--- src/rtl/ats21_pkg.sv ---
// Shared ATS21 definitions: opcodes, status encoding, port sizing constants,
// and the issuer FSM state type.
package ats21_pkg;

    localparam int NUM_ALARMS = 24;
    localparam int NUM_CLOCKS = 16;

    typedef enum logic [2:0] {
        OP_NOP       = 3'b000,
        OP_SET_CLK   = 3'b001,
        OP_EN_CLK    = 3'b010,
        OP_MODE      = 3'b011,
        OP_SET_ALARM = 3'b101,
        OP_SET_TIMER = 3'b110,
        OP_EN_ALARM  = 3'b111
    } ats21_opcode_e;

    typedef enum logic {
        ST_NACK = 1'b0,
        ST_ACK  = 1'b1
    } ats21_status_e;

    typedef enum logic [2:0] {
        S_IDLE,
        S_HI,
        S_LO,
        S_WAIT,
        S_RESP
    } issuer_state_e;

endpackage

--- src/rtl/ats21_cmd_issuer_alarm_capture.sv ---
// Per-alarm rising-edge detection with sticky pending and overrun flags.
// A level held for several cycles is a single event; a set in the same cycle
// as a clear wins.
module ats21_alarm_capture #(
    parameter int NUM_ALARMS = 24
) (
    input  logic                  clk,
    input  logic                  reset,
    input  logic [NUM_ALARMS-1:0] data_in,
    input  logic [NUM_ALARMS-1:0] alarm_clear,
    output logic [NUM_ALARMS-1:0] alarm_pending,
    output logic [NUM_ALARMS-1:0] alarm_overrun
);

    logic [NUM_ALARMS-1:0] data_prev;
    logic [NUM_ALARMS-1:0] rise;

    assign rise = data_in & ~data_prev;

    // Edge history plus sticky flags; overrun looks at pending before this cycle's update.
    always_ff @(posedge clk) begin
        if (reset) begin
            data_prev     <= '0;
            alarm_pending <= '0;
            alarm_overrun <= '0;
        end else begin
            data_prev     <= data_in;
            alarm_pending <= (alarm_pending & ~alarm_clear) | rise;
            alarm_overrun <= (alarm_overrun & ~alarm_clear) | (rise & alarm_pending);
        end
    end

endmodule

--- src/rtl/ats21_cmd_issuer.sv ---
// ATS21 client command issuer: accepts 32-bit instructions, sends them as a
// high/low pair of 16-bit beats, samples Ack/Nack after RSP_LAT cycles and
// returns a one-cycle response. Also hosts the alarm event capture.
// Optional feature macro: ATS21_ISSUER_RETRY_EN (re-issue on Nack up to MAX_RETRY).
module ats21_cmd_issuer
    import ats21_pkg::*;
#(
    parameter int RSP_LAT    = 2,
    parameter int MAX_RETRY  = 3,
    parameter int NUM_ALARMS = ats21_pkg::NUM_ALARMS
) (
    input  logic                           clk,
    input  logic                           reset,
    input  logic                           cmd_valid,
    output logic                           cmd_ready,
    input  logic [31:0]                    cmd_word,
    output logic                           rsp_valid,
    output logic                           rsp_ack,
    output logic [$clog2(MAX_RETRY+1):0]   rsp_tries,
    output logic                           req,
    output logic [15:0]                    ctrl,
    input  logic                           stat_in,
    input  logic [NUM_ALARMS-1:0]          data_in,
    output logic [NUM_ALARMS-1:0]          alarm_pending,
    output logic [NUM_ALARMS-1:0]          alarm_overrun,
    input  logic [NUM_ALARMS-1:0]          alarm_clear
);

    localparam int TRY_W = $clog2(MAX_RETRY + 1) + 1;
    localparam int CNT_W = (RSP_LAT > 1) ? $clog2(RSP_LAT) : 1;
    localparam logic [CNT_W-1:0] WAIT_LOAD = CNT_W'(RSP_LAT - 1);
`ifdef ATS21_ISSUER_RETRY_EN
    localparam logic [TRY_W-1:0] TRY_MAX = TRY_W'(MAX_RETRY);
`endif

    issuer_state_e     state;
    logic [31:0]       word_q;
    logic [TRY_W-1:0]  tries;
    logic [CNT_W-1:0]  wait_cnt;

    // Command FSM; every output is assigned on the transition into the state that owns it,
    // so req/ctrl are on the bus during the cycle the FSM sits in HI/LO.
    always_ff @(posedge clk) begin
        if (reset) begin
            state     <= S_IDLE;
            word_q    <= '0;
            tries     <= '0;
            wait_cnt  <= '0;
            cmd_ready <= 1'b0;
            req       <= 1'b0;
            ctrl      <= '0;
            rsp_valid <= 1'b0;
            rsp_ack   <= 1'b0;
            rsp_tries <= '0;
        end else begin
            rsp_valid <= 1'b0;
            case (state)
                S_IDLE: begin
                    cmd_ready <= 1'b1;
                    if (cmd_valid && cmd_ready) begin
                        cmd_ready <= 1'b0;
                        word_q    <= cmd_word;
                        if (ats21_opcode_e'(cmd_word[31:29]) == OP_NOP) begin
                            tries     <= '0;
                            state     <= S_RESP;
                            rsp_valid <= 1'b1;
                            rsp_ack   <= 1'b1;
                            rsp_tries <= '0;
                        end else begin
                            tries <= TRY_W'(1);
                            state <= S_HI;
                            req   <= 1'b1;
                            ctrl  <= cmd_word[31:16];
                        end
                    end
                end
                S_HI: begin
                    ctrl  <= word_q[15:0];
                    state <= S_LO;
                end
                S_LO: begin
                    req      <= 1'b0;
                    ctrl     <= '0;
                    wait_cnt <= WAIT_LOAD;
                    state    <= S_WAIT;
                end
                S_WAIT: begin
                    if (wait_cnt != '0) begin
                        wait_cnt <= wait_cnt - CNT_W'(1);
                    end else if (ats21_status_e'(stat_in) == ST_ACK) begin
                        state     <= S_RESP;
                        rsp_valid <= 1'b1;
                        rsp_ack   <= 1'b1;
                        rsp_tries <= tries;
                    end else begin
`ifdef ATS21_ISSUER_RETRY_EN
                        if (tries < TRY_MAX) begin
                            // Re-issue straight from the sample point with the untouched latched word.
                            tries <= tries + TRY_W'(1);
                            state <= S_HI;
                            req   <= 1'b1;
                            ctrl  <= word_q[31:16];
                        end else begin
                            state     <= S_RESP;
                            rsp_valid <= 1'b1;
                            rsp_ack   <= 1'b0;
                            rsp_tries <= tries;
                        end
`else
                        state     <= S_RESP;
                        rsp_valid <= 1'b1;
                        rsp_ack   <= 1'b0;
                        rsp_tries <= tries;
`endif
                    end
                end
                S_RESP: begin
                    cmd_ready <= 1'b1;
                    state     <= S_IDLE;
                end
                default: begin
                    state <= S_IDLE;
                end
            endcase
        end
    end

    ats21_alarm_capture #(
        .NUM_ALARMS (NUM_ALARMS)
    ) u_alarm_capture (
        .clk           (clk),
        .reset         (reset),
        .data_in       (data_in),
        .alarm_clear   (alarm_clear),
        .alarm_pending (alarm_pending),
        .alarm_overrun (alarm_overrun)
    );

endmodule

--- config.mk ---
export PLATFORM = sky130hd
export DESIGN_NAME = ats21_cmd_issuer
export DESIGN_NICKNAME = d
export VERILOG_FILES = /design/src/rtl/ats21_pkg.sv /design/src/rtl/ats21_cmd_issuer_alarm_capture.sv /design/src/rtl/ats21_cmd_issuer.sv
export SDC_FILE = /design/constraint.sdc
export NUM_CORES = 1
export LEC_CHECK = 0
export ABC_CLOCK_PERIOD_IN_PS = 2500
export BUFFER_PORTS_ARGS = -buffer_cell sky130_fd_sc_hd__buf_4
export CAP_MARGIN = 10
export CELL_PAD_IN_SITES_DETAIL_PLACEMENT = 0
export CELL_PAD_IN_SITES_GLOBAL_PLACEMENT = 1
export CORE_ASPECT_RATIO = 0.8
export CORE_UTILIZATION = 41
export DETAILED_ROUTE_END_ITERATION = 16
export PLACE_DENSITY_LB_ADDON = 0.12
export SLEW_MARGIN = 20
export SYNTH_ARGS = -nofsm -noshare
export SYNTH_HDL_FRONTEND = slang
export SYNTH_HIERARCHICAL = 1
export SYNTH_SLANG_ARGS = --single-unit
--- constraint.sdc ---
create_clock -name clk -period 2.5 [get_ports clk]
set_input_delay 0.75 -clock clk [delete_from_list [all_inputs] [get_ports clk]]
set_output_delay 0.75 -clock clk [all_outputs]
set_load 0.005 [all_outputs]
## After elaboration in Yosys (flattened, before gate mapping)

Cells that the tools add are included.

- Register bits after elaboration: 118
- Input bits: 84
- Output and inout port bits: 71
- Logic and storage cells: 71

- Add/sub/neg operators: 1
- Eq/ne operators: 8
- Mux-type cells: 28
- Bitwise gates (word level): 8
- Reductions and logical operators: 13

Operators by type and width:

| kind | count |
|---|---|
| $and 24x24->24 | 4 |
| $not 24->24 | 2 |
| $or 24x24->24 | 2 |
| $pmux 16 s3 | 1 |
| $mux 16 | 2 |
| $mux 3 | 6 |
| $mux 1 | 12 |
| $pmux 3 s4 | 1 |
| $pmux 1 s2 | 5 |
| $ne 2x2->1 const B | 4 |
| $reduce_bool 2->1 | 4 |
| $eq 3x2->1 const B | 2 |
| $logic_not 3->1 | 2 |
| $pmux 3 s2 | 1 |
| $reduce_and 3->1 | 2 |
| $reduce_and 2->1 | 2 |
| $reduce_and 4->1 | 1 |
| $eq 3x1->1 const B | 1 |
| $eq 3x3->1 const B | 1 |
| $reduce_bool 3->1 | 1 |
| $logic_and 1x1->1 | 1 |
| $sub 1x1->1 const B | 1 |

## Logic depth before layout (Yosys ltp)

- Word-level depth: 4
- Mapped depth: 7
- Mapped depth without buffers: 4

## Hierarchy

Netlist, hierarchy kept.

By module, submodules not included:

| module | instances | cells an instance | area an instance (µm²) | sequential area each (µm²) |
|---|---|---|---|---|
| ats21_alarm_capture | 1 | 248 | 2787.7 | 1441.4 |
| ats21_cmd_issuer | 1 | 203 | 1914.3 | 840.8 |

## Least setup slack after synthesis

OpenSTA, ideal clock, no wires.

- Path kind: input to register
- Start: input cmd_valid
- End: register word_q[10]
- Library setup time: 0.128 ns
- Arrival: 1.745 ns
- Required time: 2.372 ns
- Path slack: 0.628 ns
- Stages: 6
- Buffers on the path: 2
- Cells stage by stage: nand2_1 nor4_1 buf_2 buf_4 mux2i_1 nor2_1

- Cells in the longest elaborated chain, start to end: 2

Ends and longest elaborated chain:

| what | RTL line | text |
|---|---|---|
| start, declared | ats21_cmd_issuer.sv:14 | `input logic cmd_valid,` |
| $logic_and 1x1->1 | ats21_cmd_issuer.sv:60 | `if (cmd_valid && cmd_ready) begin` |
| $reduce_and 2->1 (no source line) | - |  |
| end signal, assigned | ats21_cmd_issuer.sv:62 | `word_q <= cmd_word;` |
| end, declared | ats21_cmd_issuer.sv:37 | `logic [31:0] word_q;` |

Every way passes these cells.
A chain may end at the register's enable or synchronous reset.

## Final worst setup path

- Start: input cmd_word[31]
- End: register ctrl[8]

- Cells in the longest elaborated chain, start to end: 3

Ends and longest elaborated chain:

| what | RTL line | text |
|---|---|---|
| start, declared | ats21_cmd_issuer.sv:16 | `input logic [31:0] cmd_word,` |
| $logic_not 3->1 | ats21_cmd_issuer.sv:63 | `if (ats21_opcode_e'(cmd_word[31:29]) == OP_NOP) begin` |
| $ne 2x2->1 (no source line) | - |  |
| $reduce_and 3->1 (no source line) | - |  |
| end signal, assigned | ats21_cmd_issuer.sv:73 | `ctrl <= cmd_word[31:16];` |
| end signal, assigned | ats21_cmd_issuer.sv:78 | `ctrl <= word_q[15:0];` |
| end, declared | ats21_cmd_issuer.sv:21 | `output logic [15:0] ctrl,` |

Every way passes these cells.

==> impl_results.md <==
- Run status: finished clean
- P_int: 0.00440 W
- # fillers: 954
- Sw Pwr: 0.00151 W
- Die W: 122 um
- Final clock skew: 0.00724 ns
- Iter 0 DRT Violations: 172
- CP Buf/Inv Count: 3
- Routed vias/inst: 4.82
- Power share of the combinational group: 20.3%
- Clock group share of total power: between 40% and 50%
- Layout cell share with drive strength beyond 1: 45.5%
- Largest net degree at the start of global routing: 37
- CP Capture Type: flop
- Max rail drop VDD: approximately 0.0005 V
- FF+latch count, synth: 114
- FP Rows: 34
- Final WL: 10700 um
- Post-CTS Repair Setup Buffers: 0
- Post-route DRC: 0
- Final Setup Violations: 0
- Die Area: 0.0119 mm2
- Clock sink count: 114
- Clock Path Buffers: 2
- Finished Layout Cells: 768
- Data required, critical path: 2.81 ns
- Clock root cell: clkbuf_16
- Placeable core area: 0.0110 mm2
- Register area: between 0.002 and 0.0025 mm2
- CP top delay family: compound AO/OA/AOI/OAI gates
- Buffers added on ports: 152
- CP max stage cell: o32ai_4
- Max Fclk: 465 MHz
- Antenna violations before repair: 0
- Cell area after layout: 0.00663 mm2
- Total CTS buffers: 17
- Vias: ~3700
- H-tree Lvls: 4
- Syn Area/Cell: between 10 and 15 um2
- P per Cell Area: 890 mW/mm2
- CTS tree: done
- Hold_buf cts: 0
- Final Slew Violations: 0
- Layout Area Growth over Synthesis: 41.1%
- Routability cong.: between 0.7 and 0.8
- Main synth FF type: dfxtp_1
- Number of flops mapped to enable cells by yosys: 0
- First-pass GRT wire length: 17000 um
- Area leader, netlist: dfxtp_1
- Drt first pass iters: 4
- WHS: 0.470 ns
- Die height: roughly 100 um
- DP HPWL: 7510 um
- Sequential Power Share: a little over a third
- Antenna Cells: 0
- Synth unique cells: 37
- Critical Path Sink: ctrl[8]$_SDFFE_PP0P_
- Crit share post-route: between 80% and 90%
- Post-DP Area: between 0.005 and 0.006 mm2
- Worst-Skew Late Latency: 0.40 ns
- Worst reg2reg startpoint: state[2]$_SDFFE_PP0P_
- Final Util: 60.2%
- Syn Std Cell Area: approximately 0.0047 mm2
- Clock-pin slew on the worst setup and hold paths: 0.05 ns
- CP max FO: 23
- Antenna-violating nets left: 0
- Leak: between 2 and 3 nW
- Ys async rst share: 0%
- Worst-path cell chain: buf_4, nor3_1, buf_4, o32ai_4, buf_4, nor2_1, a211oi_1
- Total number of yosys warnings: 6
- FF-to-FF path depth: 5
- CP peak stage delay: between 0.8 and 0.9 ns
- TNS Setup: 0 ns
- Main area contributors after synthesis: dfxtp_1 (49%), nand2b_1 (9.7%), a21oi_2 (8.9%), nor2b_2 (4.1%), nand3b_1 (4.0%)
- Post-synthesis sequential area ratio: 48.5%
- Max_cap viols: 0
- Critical path depth in cells: 7
- Slew Limit Headroom: about a third
- Worst hold path type: flop to flop
- Reg2reg end: ctrl[8]$_SDFFE_PP0P_
- R2R Setup Slk: around 0.40 ns
- Switching share of power: between 20% and 30%
- Mapped Cells: 451
- Worst Setup SP: cmd_word[31]
- Gr ovfl total: 0
- Worst-margin pin slew: 1.02 ns
- Period minus WS final: 2.15 ns
- GR Util All Layers: 18.6%
- RSZ-0062 raised after global routing: false
- Area of the multi-input gates: 0.00223 mm2
- Ports: between 150 and 200
- Post-cts sizing count: 0
- DR WL/cell: around 14 um
- Startpoint Class: input port
- Initial Utilization: between 40% and 50%
- Depth of the worst hold-timing path: 2
- Final Hold Violating Endpoints: 0
- Vias in the first global route: 3553
- Nets: 695
- Most common cell on crit path: buf_4
- Crit path DAT: 2.47 ns
- Crit Path Class: input port to flop
- Top cell type's share of synthesized area: 48.5%
- Dpl cells: 736
final cells by class:
| cell class | count | area share, % |
|---|---|---|
| multi-input combinational | 308 | 33.7 |
| sequential | 114 | 34.4 |
| tap | 144 | 2.72 |
| clock buffer | 22 | 7.30 |
| inverter | 1 | 0.0566 |
| clock inverter | 10 | 2.32 |
| timing repair buffer | 169 | 19.5 |
power groups by stage:
stage	Sequential [W]	Clock, W	Combinational (W)
final	0.00214	0.00257	0.00120
after global routing	0.00216	0.00272	0.00132
after CTS	0.00214	0.00262	0.00121
after detailed placement	0.00218	0	0.00120
after global placement	0.00217	0	0.00117
after floorplan	0.00216	0	0.000734
flip-flops by register name (all words and copies together), names as in the netlist:
signal                         cells
tries                              1
state                              3
u_alarm_capture/alarm_overrun     24
rsp_ack                            1
wait_cnt                           1
rsp_valid                          1
rsp_tries                          1
u_alarm_capture/data_prev         24
word_q                            16
req                                1
ctrl                              16
cmd_ready                          1
u_alarm_capture/alarm_pending     24
tightest hold or removal path: cells and delay by family, from the launching register on:
kind           cells  cell delay [ns]
AO/OA/AOI/OAI      2             0.12
flip-flops         1             0.30
per-layer routing:
metal	part of all wire [%]	GRT usage, %	vias to the layer above
met4	0.45	6.27	0
met3	7.1	6.95	4
met5	0	0	-
met2	45	28.5	105
li1	-	-	1891
met1	47	24.0	1704
cells in the mapped netlist (2+ instances only):
library cell,count
nor3_1,4
buf_2,5
a22o_1,16
a21oi_2,48
a21oi_1,6
nor2b_1,2
nor2b_2,22
buf_6,8
mux2i_1,16
clkbuf_1,7
or2_1,2
buf_1,4
nor2_1,37
a211oi_1,7
nor2_2,2
a22oi_1,16
dfxtp_1,114
nand3b_1,25
nand2b_1,73
nand2_1,5
nor4_1,4
buf_4,4
a211oi_2,10
cells by family (layout without fill, tap and decap cells):
family,after synthesis,count (layout),synth area share (%)
AO/OA/AOI/OAI,109,109,20.2
AND/OR/NAND/NOR,180,180,23.4
XOR/XNOR,1,1,0.186
multiplexers,16,16,3.41
flip-flops,114,114,48.5
buffers and inverters,30,202,4.15
other,1,2,0.0798
per-stage QoR:
step | worst slack, ns | power [W]
global route | 0.182 | 0.00620
detailed placement | -0.0752 | 0.00338
global placement | 0.0200 | 0.00335
CTS | 0.343 | 0.00597
finish | 0.348 | 0.00591
floorplan | 0.628 | 0.00290
how the worst min path moves through the flow:
| stage | from | endpoint | slack [ns] |
|---|---|---|---|
| 2_1_floorplan | tries[0]$_SDFFE_PP0P_ | tries[0]$_SDFFE_PP0P_ | 0.45 |
| 3_3_place_gp | rsp_tries[0]$_SDFFE_PP0P_ | rsp_tries[0]$_SDFFE_PP0P_ | 0.45 |
| 3_5_place_dp | u_alarm_capture/alarm_overrun[21]$_SDFF_PP0_ | u_alarm_capture/alarm_overrun[21]$_SDFF_PP0_ | 0.47 |
| 4_1_cts | rsp_tries[0]$_SDFFE_PP0P_ | rsp_tries[0]$_SDFFE_PP0P_ | 0.48 |
| 5_1_grt | u_alarm_capture/alarm_overrun[3]$_SDFF_PP0_ | u_alarm_capture/alarm_overrun[3]$_SDFF_PP0_ | 0.49 |
| 6_report | rsp_tries[0]$_SDFFE_PP0P_ | rsp_tries[0]$_SDFFE_PP0P_ | 0.47 |
cell usage in the layout (no fill, tap or decap), types with 2 or more instances in the layout:
cell type and count:
a211oi_1 7, a211oi_2 10, a21oi_1 6, a21oi_2 48, a22o_1 16, a22oi_1 16, buf_12 2, buf_4 167
bufinv_16 4, clkbuf_16 17, clkbuf_8 4, clkinv_2 5, conb_1 2, dfxtp_1 114, mux2i_1 16, nand2_1 5
nand2b_1 73, nand3b_1 25, nor2_1 37, nor2_2 2, nor2b_1 2, nor2b_2 22, nor3_1 4, nor4_1 3
or2_1 2
Power figures use the tool's default switching activity.
